[src/rtl/t_flip_flop_counter.sv]
// Bank of WIDTH T flip-flops with a selectable toggle source: a direct mask,
// or carry/borrow chains that turn the bank into a saturating or wrapping up/down counter.
module t_flip_flop_counter #(
    parameter int unsigned WIDTH       = 4,
    parameter logic [31:0] RESET_VALUE = '0,
    parameter bit          SATURATE    = 1'b0
) (
    input  logic             clk,
    input  logic             reset,
    input  logic             en,
    input  logic [1:0]       mode,
    input  logic [WIDTH-1:0] T,
    input  logic             load,
    input  logic [WIDTH-1:0] d,
    output logic [WIDTH-1:0] Q,
    output logic             tc
);

    typedef enum logic [1:0] {
        MODE_HOLD = 2'b00,
        MODE_MASK = 2'b01,
        MODE_UP   = 2'b10,
        MODE_DOWN = 2'b11
    } mode_e;

    localparam logic [WIDTH-1:0] RST_Q = RESET_VALUE[WIDTH-1:0];

    mode_e            mode_sel;
    logic [WIDTH-1:0] up_tog;
    logic [WIDTH-1:0] dn_tog;
    logic [WIDTH-1:0] toggle;
    logic             all_ones;
    logic             all_zero;
    logic             tc_next;

    assign mode_sel = mode_e'(mode);
    assign all_ones = &Q;
    assign all_zero = ~|Q;

    // Bit i toggles when every lower bit is one (up) or zero (down).
    assign up_tog[0] = 1'b1;
    assign dn_tog[0] = 1'b1;
    for (genvar i = 1; i < WIDTH; i++) begin : g_chain
        assign up_tog[i] = &Q[i-1:0];
        assign dn_tog[i] = ~|Q[i-1:0];
    end

    always_comb begin
        // NOTE: defaults first so every path assigns both outputs and no latch is inferred.
        toggle  = '0;
        tc_next = 1'b0;
        if (en) begin
            unique case (mode_sel)
                MODE_MASK: toggle = T;
                MODE_UP: begin
                    tc_next = all_ones;
                    toggle  = (SATURATE && all_ones) ? '0 : up_tog;
                end
                MODE_DOWN: begin
                    tc_next = all_zero;
                    toggle  = (SATURATE && all_zero) ? '0 : dn_tog;
                end
                default: toggle = '0;
            endcase
        end
    end

    always_ff @(posedge clk) begin
        // NOTE: non-blocking assignments so every flop samples pre-edge values.
        if (reset) begin
            Q  <= RST_Q;
            tc <= 1'b0;
        end else if (load) begin
            Q  <= d;
            tc <= 1'b0;
        end else begin
            Q  <= Q ^ toggle;
            tc <= tc_next;
        end
    end

endmodule

[config.mk]
export PLATFORM = sky130hd
export DESIGN_NAME = t_flip_flop_counter
export DESIGN_NICKNAME = d
export VERILOG_FILES = /design/src/rtl/t_flip_flop_counter.sv
export SDC_FILE = /design/constraint.sdc
export NUM_CORES = 1
export LEC_CHECK = 0
export CAP_MARGIN = 20
export CORE_AREA = 2 2 39 41
export DETAILED_ROUTE_END_ITERATION = 7
export DIE_AREA = 0 0 41 43
export PLACE_DENSITY = 0.58
export SYNTH_ARGS = -nofsm -noshare
export SYNTH_HDL_FRONTEND = slang
export SYNTH_SLANG_ARGS = --single-unit
[constraint.sdc]
create_clock -name clk -period 2.95 [get_ports clk]
set_input_delay 0.295 -clock clk [delete_from_list [all_inputs] [get_ports clk]]
set_output_delay 0.295 -clock clk [all_outputs]
set_load 0.02 [all_outputs]
# Yosys cells after proc, flatten, opt, wreduce, memory -nomap -nowiden
# Index checks and enable logic that the tools add are counted.
# Widths: inputs -> output; s select.
[totals]
ff_bits = 5
out_inout_bits = 5
in_bits = 14
wordCells = 22
[classes]
n_mux = 4
bitwise_logic = 2
n_reduce_logical = 11
eq_ne = 3
[ops]
columns = ["cell", "count"]
rows = [
  ["$pmux 4 s3", 1],
  ["$mux 4", 2],
  ["$reduce_or 3->1", 2],
  ["$eq 2x2->1 const B", 2],
  ["$logic_not 1->1", 4],
  ["$reduce_and 4->1", 1],
  ["$reduce_or 4->1", 1],
  ["$xor 4x4->4", 1],
  ["$reduce_and 3->1", 1],
  ["$eq 2x1->1 const B", 1],
  ["$pmux 1 s2", 1],
  ["$reduce_and 2->1", 1],
  ["$reduce_or 2->1", 1],
  ["$not 1->1", 1],
]

# Depth between registers and ports, before layout
# Gate-level depths: netlist of the first run.
[depth]
word_depth = 6
depth_mapped = 5

# Worst setup path after synthesis of the first run
# OpenSTA, ideal clock, no wires.
[synth_path]
path_type = "register -> register"
from = "reg Q[0]"
to = "reg Q[2]"
path_stages_with_launch = 5
setup_slack_ns = 1.593
setup_ns = 0.086
arrival_time_ns = 1.272
synth_period_minus_slack_ns = 1.357
path_buffers = 0
cell_sequence = "dfxtp_1 > and4bb_1 > o31ai_2 > xor2_1 > a211oi_1"
[synth_between]
elab_chain_len = 6
[synth_lines]
columns = ["element", "line_no", "text"]
rows = [
  ["start, declared", "15", "output logic [WIDTH-1:0] Q,"],
  ["start signal, assigned", "77", "Q <= Q ^ toggle;"],
  ["$reduce_or 2->1", "45", "assign dn_tog[i] = ~|Q[i-1:0];"],
  ["$logic_not 1->1", "45", ""],
  ["$pmux 4 s3 *", "53", "unique case (mode_sel)"],
  ["$mux 4 *", "52", "if (en) begin"],
  ["$xor 4x4->4 *", "77", ""],
  ["$mux 4 *", "73", "end else if (load) begin"],
]
# Every way passes the cells marked *; elsewhere a longest branch is shown, timed or not.
# A chain may end at the register's enable or synchronous reset.

# Worst setup path in the final report of the first run
[layout_path]
from = "reg Q[0]"
to = "out Q[0]"
# No word-level cell between the ends.

==> flow_results.xml, run 1 <==
<?xml version="1.0" encoding="UTF-8"?>
<metrics>
  <group name="power">
    <metric name="power.total" unit="uW">223</metric>
    <metric name="worst_ir_drop_vdd" unit="mV">0.0794</metric>
    <metric name="leakagePower" unit="uW">0.000226</metric>
    <metric name="power-per-cell-area" unit="nW/um^2">381</metric>
  </group>
  <group name="global_route">
    <metric name="use_met1" unit="%">16.9</metric>
    <metric name="number_of_global_route_vias_before_repair" unit="">326</metric>
    <metric name="gr-usage-met2" unit="%">14.1</metric>
    <metric name="global_route.usage.total" unit="%">11.1</metric>
    <metric name="grt_pass1_wl" unit="um">1360</metric>
    <metric name="global_route.peak_usage_layer" unit="">met1</metric>
    <metric name="grt.met3_usage" unit="%">2.09</metric>
    <metric name="largest_net_degree_at_the_start_of_global_routing" unit="">10</metric>
    <metric name="grt.overflow.total" unit="">0</metric>
    <metric name="antenna_found_initial" unit="">0</metric>
  </group>
  <group name="layout">
    <metric name="register_area" unit="um^2">100</metric>
    <metric name="final_common_cell" unit="">sky130_fd_sc_hd__clkdlybuf4s50_1</metric>
    <metric name="multi_input_comb_area" unit="um^2">250</metric>
    <metric name="syn2layout_area_growth" unit="%">56.2</metric>
    <metric name="top_library_cells_by_usage_in_the_layout_fill_and_taps_aside" unit="">18 x sky130_fd_sc_hd__clkdlybuf4s50_1, 5 x sky130_fd_sc_hd__dfxtp_1</metric>
    <metric name="postLayoutCoreUtil" unit="%">42.2</metric>
    <metric name="final_cells" unit="">79</metric>
    <metric name="ratio_of_cells_with_drive_above_1_in_the_final_layout" unit="%">7.94</metric>
    <metric name="layout.filler_cells" unit="">141</metric>
    <metric name="n_antenna_cell" unit="">0</metric>
    <metric name="fin_nets" unit="">78</metric>
  </group>
  <group name="setup_path">
    <metric name="crit_chain" unit="">clkdlybuf4s50_1</metric>
    <metric name="worstSetupEndpointType" unit="">output port</metric>
    <metric name="worst-endpoint-required" unit="ps">2650</metric>
    <metric name="worstPathArrival" unit="ps">1370</metric>
    <metric name="worst_r2r_endpoint" unit="">Q[2]</metric>
    <metric name="cpPeakStageDelay" unit="ps">660</metric>
    <metric name="path_max_fanout" unit="">7</metric>
    <metric name="critical_path.slowest_cell" unit="">sky130_fd_sc_hd__clkdlybuf4s50_1</metric>
    <metric name="regToRegStartpoint" unit="">Q[0]</metric>
    <metric name="worstSetupStartpointType" unit="">flip-flop</metric>
    <metric name="worst_path_dominant_cell_family" unit="">buffers and inverters</metric>
    <metric name="cp_num_buf_inv" unit="">1</metric>
    <metric name="regToRegSetupSlack" unit="ps">1630</metric>
    <metric name="reg2reg_depth" unit="">4</metric>
    <metric name="type_of_the_worst_setup_path" unit="">flip-flop to output port</metric>
  </group>
  <group name="logic_synthesis">
    <metric name="synth.area.mux_share" unit="%">5.35</metric>
    <metric name="mappedNetlistNets" unit="">57</metric>
    <metric name="post_synth_xor_xnor_area" unit="%">9.36</metric>
    <metric name="syn-cell-area" unit="um^2">374</metric>
    <metric name="synth-simple-area-share" unit="%">32.4</metric>
    <metric name="synthAdderAreaFrac" unit="%">0</metric>
    <metric name="synth_seq_cells" unit="">5</metric>
    <metric name="synthDistinctLibCells" unit="">25</metric>
    <metric name="synth_top_family_by_area" unit="">simple AND/OR/NAND/NOR gates</metric>
    <metric name="synth.yosys.warnings" unit="">0</metric>
    <metric name="synth-compound-area-share" unit="%">19.7</metric>
    <metric name="synthCells" unit="">43</metric>
    <metric name="synthesis.area_per_instance" unit="um^2">8.70</metric>
    <metric name="ys_seq_area_share" unit="%">26.8</metric>
  </group>
  <group name="min_path">
    <metric name="worst_hold_path_cell_count" unit="">2</metric>
    <metric name="hold_class" unit="">flip-flop to flip-flop</metric>
    <metric name="worstHoldEndpoint" unit="">Q[3]</metric>
    <metric name="worst_hold_startpoint" unit="">Q[3]</metric>
  </group>
  <group name="timing">
    <metric name="max_freq" unit="GHz">0.600</metric>
    <metric name="rsz0062_at_grt" unit="">no</metric>
    <metric name="layout_worst_path_cycle_share" unit="%">56.5</metric>
    <metric name="slew_headroom" unit="%">80.8</metric>
    <metric name="finalHoldViolCount" unit="">0</metric>
    <metric name="worst_slack" unit="ps">1280</metric>
    <metric name="setup_violations" unit="">0</metric>
    <metric name="final.setup.tns" unit="ps">0</metric>
    <metric name="fin_skew" unit="ps">2.83</metric>
    <metric name="worst_pin_slew" unit="ps">288</metric>
    <metric name="fin_crit" unit="ps">1670</metric>
    <metric name="final-max-slew-violation-count" unit="">0</metric>
  </group>
  <group name="placed_design">
    <metric name="dp_hpwl" unit="um">689</metric>
    <metric name="placed_cells_incl_taps" unit="">75</metric>
    <metric name="place.gp.congestion" unit="">0.661</metric>
    <metric name="placement.setup.worst_slack" unit="ps">1160</metric>
    <metric name="portBuffers" unit="">18</metric>
  </group>
  <group name="floorplan">
    <metric name="placeable_core_area" unit="um^2">1380</metric>
    <metric name="area_of_the_die" unit="um^2">1760</metric>
    <metric name="total_number_of_placement_rows" unit="">14</metric>
    <metric name="die_w" unit="um">41</metric>
    <metric name="die_h" unit="um">43</metric>
    <metric name="design.portCount" unit="">19</metric>
    <metric name="initial_core_util" unit="%">27.0</metric>
  </group>
  <group name="route">
    <metric name="num_vias" unit="">370</metric>
    <metric name="drt_pre_antenna_iters" unit="">3</metric>
    <metric name="post_drt_wl_per_cell" unit="um">10.9</metric>
    <metric name="drt_first_iter_violations" unit="">7</metric>
    <metric name="postRouteAntennaNets" unit="">0</metric>
    <metric name="avgViaCountPerCell" unit="">4.68</metric>
    <metric name="finalWirelength" unit="um">861</metric>
    <metric name="detail_route.drc_violations" unit="">0</metric>
  </group>
  <group name="cts">
    <metric name="cts_hold_buffers" unit="">0</metric>
    <metric name="cts.sink_count" unit="">5</metric>
    <metric name="clock_tree_from_tritoncts" unit="">yes</metric>
    <metric name="post_cts_resized" unit="">0</metric>
    <metric name="cts_made_buffers" unit="">3</metric>
    <metric name="cts_max_level" unit="">1</metric>
    <metric name="clockBufferDepth" unit="">2</metric>
    <metric name="worst_setup_hold_path_clk_slew" unit="ps">40</metric>
    <metric name="cts_setup_buffers" unit="">0</metric>
    <metric name="clock_latency_late_sink" unit="ps">240</metric>
    <metric name="cts_root_buffer" unit="">sky130_fd_sc_hd__clkbuf_4</metric>
  </group>
  <group name="run_status">
    <metric name="run_status" unit="">completed</metric>
  </group>
  <group name="run">
    <metric name="cap_violations" unit="">0</metric>
  </group>
</metrics>
where the power goes:
group | switching (uW) | leakage [uW] | total [uW] | internal [uW]
logic | 26.0 | 0.000170 | 64.7 | 38.7
registers | 8.24 | 0.0000414 | 81.1 | 72.8
clock network | 26.1 | 0.0000150 | 77.1 | 51.0
total | 60.3 | 0.000226 | 223 | 163
final cells by class:
type                       count  share of cell area [%]
multi-input combinational     34                    42.8
sequential                     5                    17.1
inverter                       2                    1.28
tap                           16                    3.43
timing repair buffer          18                    30.8
clock buffer                   4                    4.50
through the flow:
stage               cell area, um^2  hold slack, ps
finish                          584             546
global route                    584             596
CTS                             584             551
detailed placement              558             545
global placement                558             548
floorplan                       374             367
logic make-up (layout without fill, tap and decap cells):
kind of cell              count (synthesis)  count (layout)
and+or+nand+nor                          18              18
xor gates and xnor gates                  4               4
buffers and inverters                     4              24
AOI/OAI and AO/OA                        10              10
muxes                                     2               2
DFF                                       5               5
flip-flops by register name, summed over array words and instances, names as in the netlist:
name,count
tc,1
Q,4
worst register-to-register path, stage by stage, from the launching register on:
cell,delay [ps]
sky130_fd_sc_hd__dfxtp_1,470
sky130_fd_sc_hd__and4bb_1,230
sky130_fd_sc_hd__o31ai_2,230
sky130_fd_sc_hd__xor2_1,90
sky130_fd_sc_hd__a211oi_1,210
worst max-delay path by stage:
stage	depth (start not counted)	end	startpoint	slack, ps
2_1_floorplan	4	Q[2]	Q[0]	1590
3_3_place_gp	5	Q[2]	mode[1]	1160
3_5_place_dp	5	Q[2]	mode[1]	1160
4_1_cts	1	Q[0]	Q[0]	1270
5_1_grt	1	Q[0]	Q[0]	1220
6_report	1	Q[0]	Q[0]	1280
synth_stat cells:
cell / instances / area (um^2)
sky130_fd_sc_hd__dfxtp_1: 5 / 100
sky130_fd_sc_hd__nand2_1: 3 / 11.3
sky130_fd_sc_hd__nor2_1: 3 / 11.3
sky130_fd_sc_hd__nor2b_1: 3 / 18.8
sky130_fd_sc_hd__a211oi_1: 2 / 15.0
sky130_fd_sc_hd__a21oi_1: 2 / 10.0
sky130_fd_sc_hd__and4b_1: 2 / 20.0
sky130_fd_sc_hd__inv_1: 2 / 7.51
sky130_fd_sc_hd__mux2i_1: 2 / 20.0
sky130_fd_sc_hd__o21ai_0: 2 / 10.0
sky130_fd_sc_hd__xnor2_1: 2 / 17.5
sky130_fd_sc_hd__xor2_1: 2 / 17.5
sky130_fd_sc_hd__a211o_1: 1 / 8.76
sky130_fd_sc_hd__a311oi_1: 1 / 8.76
sky130_fd_sc_hd__and3_1: 1 / 6.26
sky130_fd_sc_hd__and3b_1: 1 / 8.76
sky130_fd_sc_hd__and4bb_1: 1 / 12.5
sky130_fd_sc_hd__buf_2: 1 / 5.00
sky130_fd_sc_hd__buf_6: 1 / 11.3
sky130_fd_sc_hd__nand3_1: 1 / 5.00
sky130_fd_sc_hd__nand4_1: 1 / 6.26
sky130_fd_sc_hd__nor4_1: 1 / 6.26
sky130_fd_sc_hd__nor4b_2: 1 / 15.0
sky130_fd_sc_hd__o2bb2ai_1: 1 / 8.76
sky130_fd_sc_hd__o31ai_2: 1 / 12.5
per-layer routing:
| metal | part of all wire [%] | routed length (um) |
|---|---|---|
| met1 | 48 | 417 |
| met2 | 45 | 384 |
| met3 | 6.7 | 58 |
| met4 | 0 | 0 |
| met5 | 0 | 0 |
Note: power is estimated with default switching activity, not from simulation.
==> run 2: changes to the inputs <==
- PLACE_DENSITY: 0.58 -> 0.6
- clock period: 2.95 -> 1.5 ns (I/O delays scaled with it)
==> flow_results.xml, run 2 (synthesis results as in run 1) <==
<?xml version="1.0" encoding="UTF-8"?>
<metrics>
  <group name="timing">
    <metric name="fin_skew" unit="ps">2.54</metric>
    <metric name="finalHoldViolCount" unit="">0</metric>
    <metric name="fin_crit" unit="ps">1420</metric>
    <metric name="fin_worst_hold_slack" unit="ps">492</metric>
    <metric name="worst_pin_slew" unit="ps">275</metric>
    <metric name="max_freq" unit="GHz">0.705</metric>
    <metric name="slew_headroom" unit="%">81.6</metric>
    <metric name="final.setup.tns" unit="ps">0</metric>
    <metric name="rsz0062_at_grt" unit="">no</metric>
    <metric name="layout_worst_path_cycle_share" unit="%">94.6</metric>
    <metric name="setup_violations" unit="">0</metric>
    <metric name="final-max-slew-violation-count" unit="">0</metric>
  </group>
  <group name="floorplan">
    <metric name="die_w" unit="um">41</metric>
    <metric name="area_of_the_die" unit="um^2">1760</metric>
    <metric name="die_h" unit="um">43</metric>
    <metric name="initial_core_util" unit="%">27.0</metric>
    <metric name="design.portCount" unit="">19</metric>
    <metric name="total_number_of_placement_rows" unit="">14</metric>
    <metric name="placeable_core_area" unit="um^2">1380</metric>
  </group>
  <group name="layout">
    <metric name="largest_register_ff_count" unit="">4</metric>
    <metric name="reg_top3" unit="">Q (4), tc (1)</metric>
    <metric name="top_register" unit="">Q</metric>
    <metric name="final_common_cell" unit="">sky130_fd_sc_hd__clkdlybuf4s50_1</metric>
    <metric name="n_antenna_cell" unit="">0</metric>
    <metric name="final_cells" unit="">82</metric>
    <metric name="fin_nets" unit="">81</metric>
    <metric name="ratio_of_cells_with_drive_above_1_in_the_final_layout" unit="%">12.1</metric>
    <metric name="top_library_cells_by_usage_in_the_layout_fill_and_taps_aside" unit="">15 x sky130_fd_sc_hd__clkdlybuf4s50_1, 5 x sky130_fd_sc_hd__dfxtp_1</metric>
    <metric name="syn2layout_area_growth" unit="%">63.2</metric>
  </group>
  <group name="setup_path">
    <metric name="reg2reg_depth" unit="">4</metric>
    <metric name="worstSetupEndpointType" unit="">output port</metric>
    <metric name="worst-endpoint-required" unit="ps">1350</metric>
    <metric name="regToRegSetupSlack" unit="ps">180</metric>
    <metric name="cpPeakStageDelay" unit="ps">630</metric>
    <metric name="type_of_the_worst_setup_path" unit="">flip-flop to output port</metric>
    <metric name="critical_path.slowest_cell" unit="">sky130_fd_sc_hd__clkdlybuf4s50_1</metric>
    <metric name="crit_chain" unit="">clkdlybuf4s50_1</metric>
    <metric name="regToRegStartpoint" unit="">Q[1]</metric>
    <metric name="worst_path_dominant_cell_family" unit="">buffers and inverters</metric>
    <metric name="cp_num_buf_inv" unit="">1</metric>
    <metric name="worstPathArrival" unit="ps">1270</metric>
    <metric name="worst_r2r_endpoint" unit="">Q[2]</metric>
    <metric name="path_max_fanout" unit="">4</metric>
    <metric name="worstSetupStartpointType" unit="">flip-flop</metric>
  </group>
  <group name="placed_design">
    <metric name="portBuffers" unit="">18</metric>
    <metric name="dp_hpwl" unit="um">680</metric>
    <metric name="placed_cells_incl_taps" unit="">78</metric>
    <metric name="place.gp.congestion" unit="">0.710</metric>
  </group>
  <group name="global_route">
    <metric name="largest_net_degree_at_the_start_of_global_routing" unit="">9</metric>
    <metric name="antenna_found_initial" unit="">0</metric>
    <metric name="number_of_global_route_vias_before_repair" unit="">360</metric>
    <metric name="grt_pass1_wl" unit="um">1390</metric>
    <metric name="grt.overflow.total" unit="">0</metric>
    <metric name="global_route.usage.total" unit="%">11.7</metric>
  </group>
  <group name="min_path">
    <metric name="hold_class" unit="">input port to flip-flop</metric>
    <metric name="worst_hold_path_cell_count" unit="">3</metric>
    <metric name="worstHoldEndpoint" unit="">Q[0]</metric>
    <metric name="worst_hold_startpoint" unit="">d[0]</metric>
  </group>
  <group name="power">
    <metric name="worst_ir_drop_vdd" unit="mV">0.455</metric>
    <metric name="power-per-cell-area" unit="nW/um^2">736</metric>
    <metric name="leakagePower" unit="uW">0.000271</metric>
  </group>
  <group name="cts">
    <metric name="cts_root_buffer" unit="">sky130_fd_sc_hd__clkbuf_4</metric>
    <metric name="cts_setup_buffers" unit="">0</metric>
    <metric name="cts.sink_count" unit="">5</metric>
    <metric name="clockBufferDepth" unit="">2</metric>
    <metric name="cts_made_buffers" unit="">3</metric>
    <metric name="clock_tree_from_tritoncts" unit="">yes</metric>
    <metric name="worst_setup_hold_path_clk_slew" unit="ps">40</metric>
    <metric name="cts_hold_buffers" unit="">0</metric>
    <metric name="clock_latency_late_sink" unit="ps">240</metric>
    <metric name="cts_max_level" unit="">1</metric>
  </group>
  <group name="route">
    <metric name="num_vias" unit="">400</metric>
    <metric name="postRouteAntennaNets" unit="">0</metric>
    <metric name="detail_route.drc_violations" unit="">0</metric>
    <metric name="finalWirelength" unit="um">926</metric>
    <metric name="avgViaCountPerCell" unit="">4.88</metric>
    <metric name="drt_first_iter_violations" unit="">10</metric>
    <metric name="post_drt_wl_per_cell" unit="um">11.3</metric>
    <metric name="drt_pre_antenna_iters" unit="">4</metric>
  </group>
  <group name="run">
    <metric name="cap_violations" unit="">0</metric>
  </group>
  <group name="run_status">
    <metric name="run_status" unit="">completed</metric>
  </group>
</metrics>
==> run 2: cell count changes in the layout (fill, tap and decap cells not counted), sizes merged <==
cell and change:
buf +3, clkdlybuf4s50 -3, dlygate4sd2 +1, dlymetal6s2s +2
==> run 2: what timing repair did <==
item | in CTS | in global routing
pin swaps | 0 | 0
resized for setup | 1 | 2
endpoints found under the setup margin | 1 | 2
==> run 2: metrics by stage <==
stage / setup WS, ps / total power [uW] / area [um^2] / utilization, %
finish: 81.2 / 449 / 611 / 44.1
global route: 8.23 / 484 / 611 / 44.1
global placement: -50.8 / 297 / 581 / 42.0
detailed placement: -92.1 / 297 / 581 / 42.0
floorplan: 143 / 226 / 374 / -
CTS: 7.06 / 460 / 606 / 43.8
==> run 2: layer usage <==
| metal | track usage [%] | part of all wire (%) | up-vias |
|---|---|---|---|
| li1 | - | - | 206 |
| met1 | 16.1 | 47 | 177 |
| met2 | 15.6 | 42 | 17 |
| met3 | 6.81 | 10 | 0 |
| met4 | 2.67 | 0 | 0 |
| met5 | 0 | 0 | - |
==> run 2: area by class of cell <==
type | count | area, um^2
Clock buffer | 4 | 26.3
Fill cell | 143 | 773
Inverter | 2 | 7.51
Multi-Input combinational cell | 34 | 250
Sequential cell | 5 | 100
Tap cell | 16 | 20.0
Timing Repair Buffer | 21 | 206
==> run 2: worst max-delay path by stage <==
stage                       start  endpoint  slack, ps  cells past startpoint
after floorplan              Q[0]      Q[2]        140                      4
after global placement    mode[0]      Q[2]        -50                      5
after detailed placement  mode[0]      Q[2]        -90                      5
after CTS                    Q[1]      Q[1]          7                      1
after global routing         Q[2]      Q[2]          8                      1
final                        Q[2]      Q[2]         80                      1
==> run 2: worst register-to-register path, cell delays in order (launching register included) <==
cell	delay [ps]
sky130_fd_sc_hd__dfxtp_1	450
sky130_fd_sc_hd__and4bb_1	250
sky130_fd_sc_hd__o31ai_2	230
sky130_fd_sc_hd__xor2_1	90
sky130_fd_sc_hd__a211oi_1	220
==> run 2: report_power, final <==
group          total [uW]  internal [uW]  leakage [uW]  switching [uW]
clock                 158            101     0.0000150            57.1
combinational         132           78.8      0.000215            53.2
sequential            159            143     0.0000414            16.3
==> run 3: changes to the inputs <==
- SLEW_MARGIN: default -> 0
==> results of run 3 <==
Final layout, timing and power as in run 2 (identical DEF).
==> RTL edit (config.mk and constraints of run 3) <==
The parameter `WIDTH` goes from 4 to 6.
--- a/src/rtl/t_flip_flop_counter.sv
+++ b/src/rtl/t_flip_flop_counter.sv
@@ -2,5 +2,5 @@
 // or carry/borrow chains that turn the bank into a saturating or wrapping up/down counter.
 module t_flip_flop_counter #(
-    parameter int unsigned WIDTH       = 4,
+    parameter int unsigned WIDTH       = 6,
     parameter logic [31:0] RESET_VALUE = '0,
     parameter bit          SATURATE    = 1'b0
Interface: changed (resized Q, T and d); port bits go from 19 to 25. No check against the original RTL was run, so the function may have changed too.
==> RTL edit against run 3 <==
  * Utilization is 28 points higher
  * Count of clock-buffer cells in the layout stayed put
  * The flow now finishes with violations (setup timing)
  * Critical endpoint is now Q[4]$_SDFF_PP0_
  * Worst setup slack worse by 0.18 ns
  * Design area is 65% higher
  * Power is 43% higher
  * Register-to-register slack worse by 0.28 ns
  * Synthesized cell count is 63% higher
  * Critical path type is now flop to flop
  * Area after synthesis is 47% higher
  * Routed wire length is 96% higher
  * Die area stayed put
  * Sequential cell count is 2 higher
==> RTL edit: results (changes against run 3) <==
outcome=finished, violations left (was finished, final reports clean); failing checks=setup timing; end of the critical path=Q[4]$_SDFF_PP0_ (was Q[2]); worst-path fanout max=4 (unchanged); NetSw=203 µW (was 127 µW); reg2reg setup slack=-0.1 ns (was 0.18 ns); PortBufs=24 (was 18); Min-Delay Path Class=input pin to flop (unchanged); gr usage total=22.7% (was 11.7%); Max stage delay cell, worst path=or4b_4 (was clkdlybuf4s50_1); Vias/cell=5.60 (was 4.88); Final GP Congestion=0.803 (was 0.710); placed cell area=945 µm² (was 581 µm²); Critical Path AT=1.80 ns (was 1.27 ns); DR iter-0 viols=12 (was 10); share of cells above drive strength 1=34.5% (was 12.1%); placed wire-length estimate=1390 µm (was 680 µm); Async S/R FF share, synth=0% (unchanged); maximum vdd drop=415 µV (was 455 µV); Seq. pwr=221 µW (was 159 µW); DRT Pass-1 Iters=4 (unchanged); critical path type=flop to flop (was flop to output port); Seq/Total Area, Yosys=25.5% (was 26.8%); clk root buf=clkbuf_4 (unchanged); CTS Buffer Depth=2 (unchanged); Yosys cell types=38 (was 25); P_comb=241 µW (was 132 µW); CTS Buf Count=3 (unchanged); Fill cells=117 (was 143); Avg WL per Cell=14.1 µm (was 11.3 µm); Gate Count Post-Synth=70 (was 43); Final Skew=0.00391 ns (was 0.00254 ns); RR Startpoint=Q[1]$_SDFF_PP0_ (unchanged); Largest regs=Q x6, tc x1 (was Q x4, tc x1); top post-synthesis cells by area=dfxtp_1 (26%), nor4_1 (5.7%), or3b_2 (4.8%), o21ai_0 (3.6%), and3_1 (3.4%) (was dfxtp_1 (27%), and4b_1 (5.4%), mux2i_1 (5.4%), nor2b_1 (5.0%), xnor2_1 (4.7%)); final setup fails=2 (was 0); Post CTS Setup Buffer Count=0 (unchanged); n_diodes=0 (unchanged); initial antenna violation count=0 (unchanged); Worst-path clk slew=0.06 ns (was 0.04 ns); nets=132 (was 81); largest net degree at the start of global routing=9 (unchanged); top post-synthesis cells by count=dfxtp_1 (7), nor2_1 (5), nor4_1 (5), nand2_1 (4), o21ai_0 (4) (was dfxtp_1 (5), nand2_1 (3), nor2_1 (3), nor2b_1 (3)); Worst-Margin Slew=0.461 ns (was 0.275 ns); CTS H-Tree Depth=1 (unchanged); vias in the first global route=677 (was 360); Skew-Pair Late Insertion Delay=0.25 ns; Post-Syn Nets=88 (was 57); first-pass GRT wire length=2720 µm (was 1390 µm); hold violation count in the final report=0 (unchanged); Yosys warnings=0 (unchanged); leakage power=0.418 nW (was 0.271 nW); Reg2Reg Depth=4 (unchanged); final setup margin=-0.0978 ns (was 0.0812 ns); Vias=722 (was 400); Worst path max stage delay=0.54 ns (was 0.63 ns)
==> RTL edit: changes by cell type in the layout (fill, tap and decap cells not counted), sizes merged, moves of 4 or more <==
cell / run 3 / this run
buf: 3 / 18
nor4: 1 / 5
or3b: 0 / 4
clkdlybuf4s50: 15 / 20
==> RTL edit: worst min path at each step <==
| stage | from | endpoint | slack (ns) | cells past startpoint |
|---|---|---|---|---|
| after floorplan | en | tc$_SDFF_PP0_ | 0.28 | 2 |
| after global placement | Q[0]$_SDFF_PP0_ | Q[0]$_SDFF_PP0_ | 0.54 | 2 |
| after detailed placement | Q[0]$_SDFF_PP0_ | Q[0]$_SDFF_PP0_ | 0.56 | 2 |
| after CTS | d[0] | Q[0]$_SDFF_PP0_ | 0.46 | 3 |
| after global routing | d[0] | Q[0]$_SDFF_PP0_ | 0.47 | 3 |
| final | d[0] | Q[0]$_SDFF_PP0_ | 0.47 | 3 |
==> RTL edit: cell families (layout without fill, tap and decap cells) <==
logic type | after synthesis | in the layout | share of synthesized area (%)
compound gates | 17 | 17 | 24.1
buf+inv | 7 | 50 | 5.01
simple gates | 37 | 37 | 42.1
flops | 7 | 7 | 25.5
xor+xnor | 2 | 2 | 3.19
==> RTL edit: worst max-delay path: cells and delay by family (launching register included) <==
kind             cells  cell delay (ns)
AND/OR/NAND/NOR      3             0.99
AO/OA/AOI/OAI        1             0.21
flip-flops           1             0.35
==> RTL edit: repair_timing <==
item,in CTS,in global routing
setup endpoints to repair,5,4
pin swaps,8,5
gates resized for setup,8,5
==> RTL edit: stage by stage <==
| step | util (%) | setup TNS (ns) | setup slack, ns | hold WS, ns | power [mW] |
|---|---|---|---|---|---|
| floorplan | - | -0.282 | -0.121 | 0.283 | 0.321 |
| global placement | 68.3 | -1.99 | -0.389 | 0.539 | 0.449 |
| detailed placement | 68.3 | -2.16 | -0.428 | 0.556 | 0.451 |
| CTS | 71.0 | -0.216 | -0.106 | 0.464 | 0.639 |
| global route | 72.6 | -0.353 | -0.122 | 0.468 | 0.680 |
| finish | 72.6 | -0.168 | -0.0978 | 0.468 | 0.644 |
==> RTL edit: per-layer routing <==
metal | vias up | routed length, µm | GRT usage, % | part of all wire (%)
li1 | 356 | - | - | -
met1 | 336 | 791 | 28.8 | 44
met2 | 28 | 900 | 35.0 | 50
met3 | 2 | 109 | 4.71 | 6.0
met4 | 0 | 11 | 10.0 | 0.61
met5 | - | 0 | 0 | 0
==> RTL edit: area by class of cell <==
| cell class | count | area share (%) |
|---|---|---|
| clock buffers | 4 | 2.62 |
| multi-input cells | 56 | 41.5 |
| flip-flops and latches | 7 | 14.8 |
| well taps | 16 | 1.99 |
| inverters | 4 | 1.49 |
| repair buffers | 42 | 37.6 |
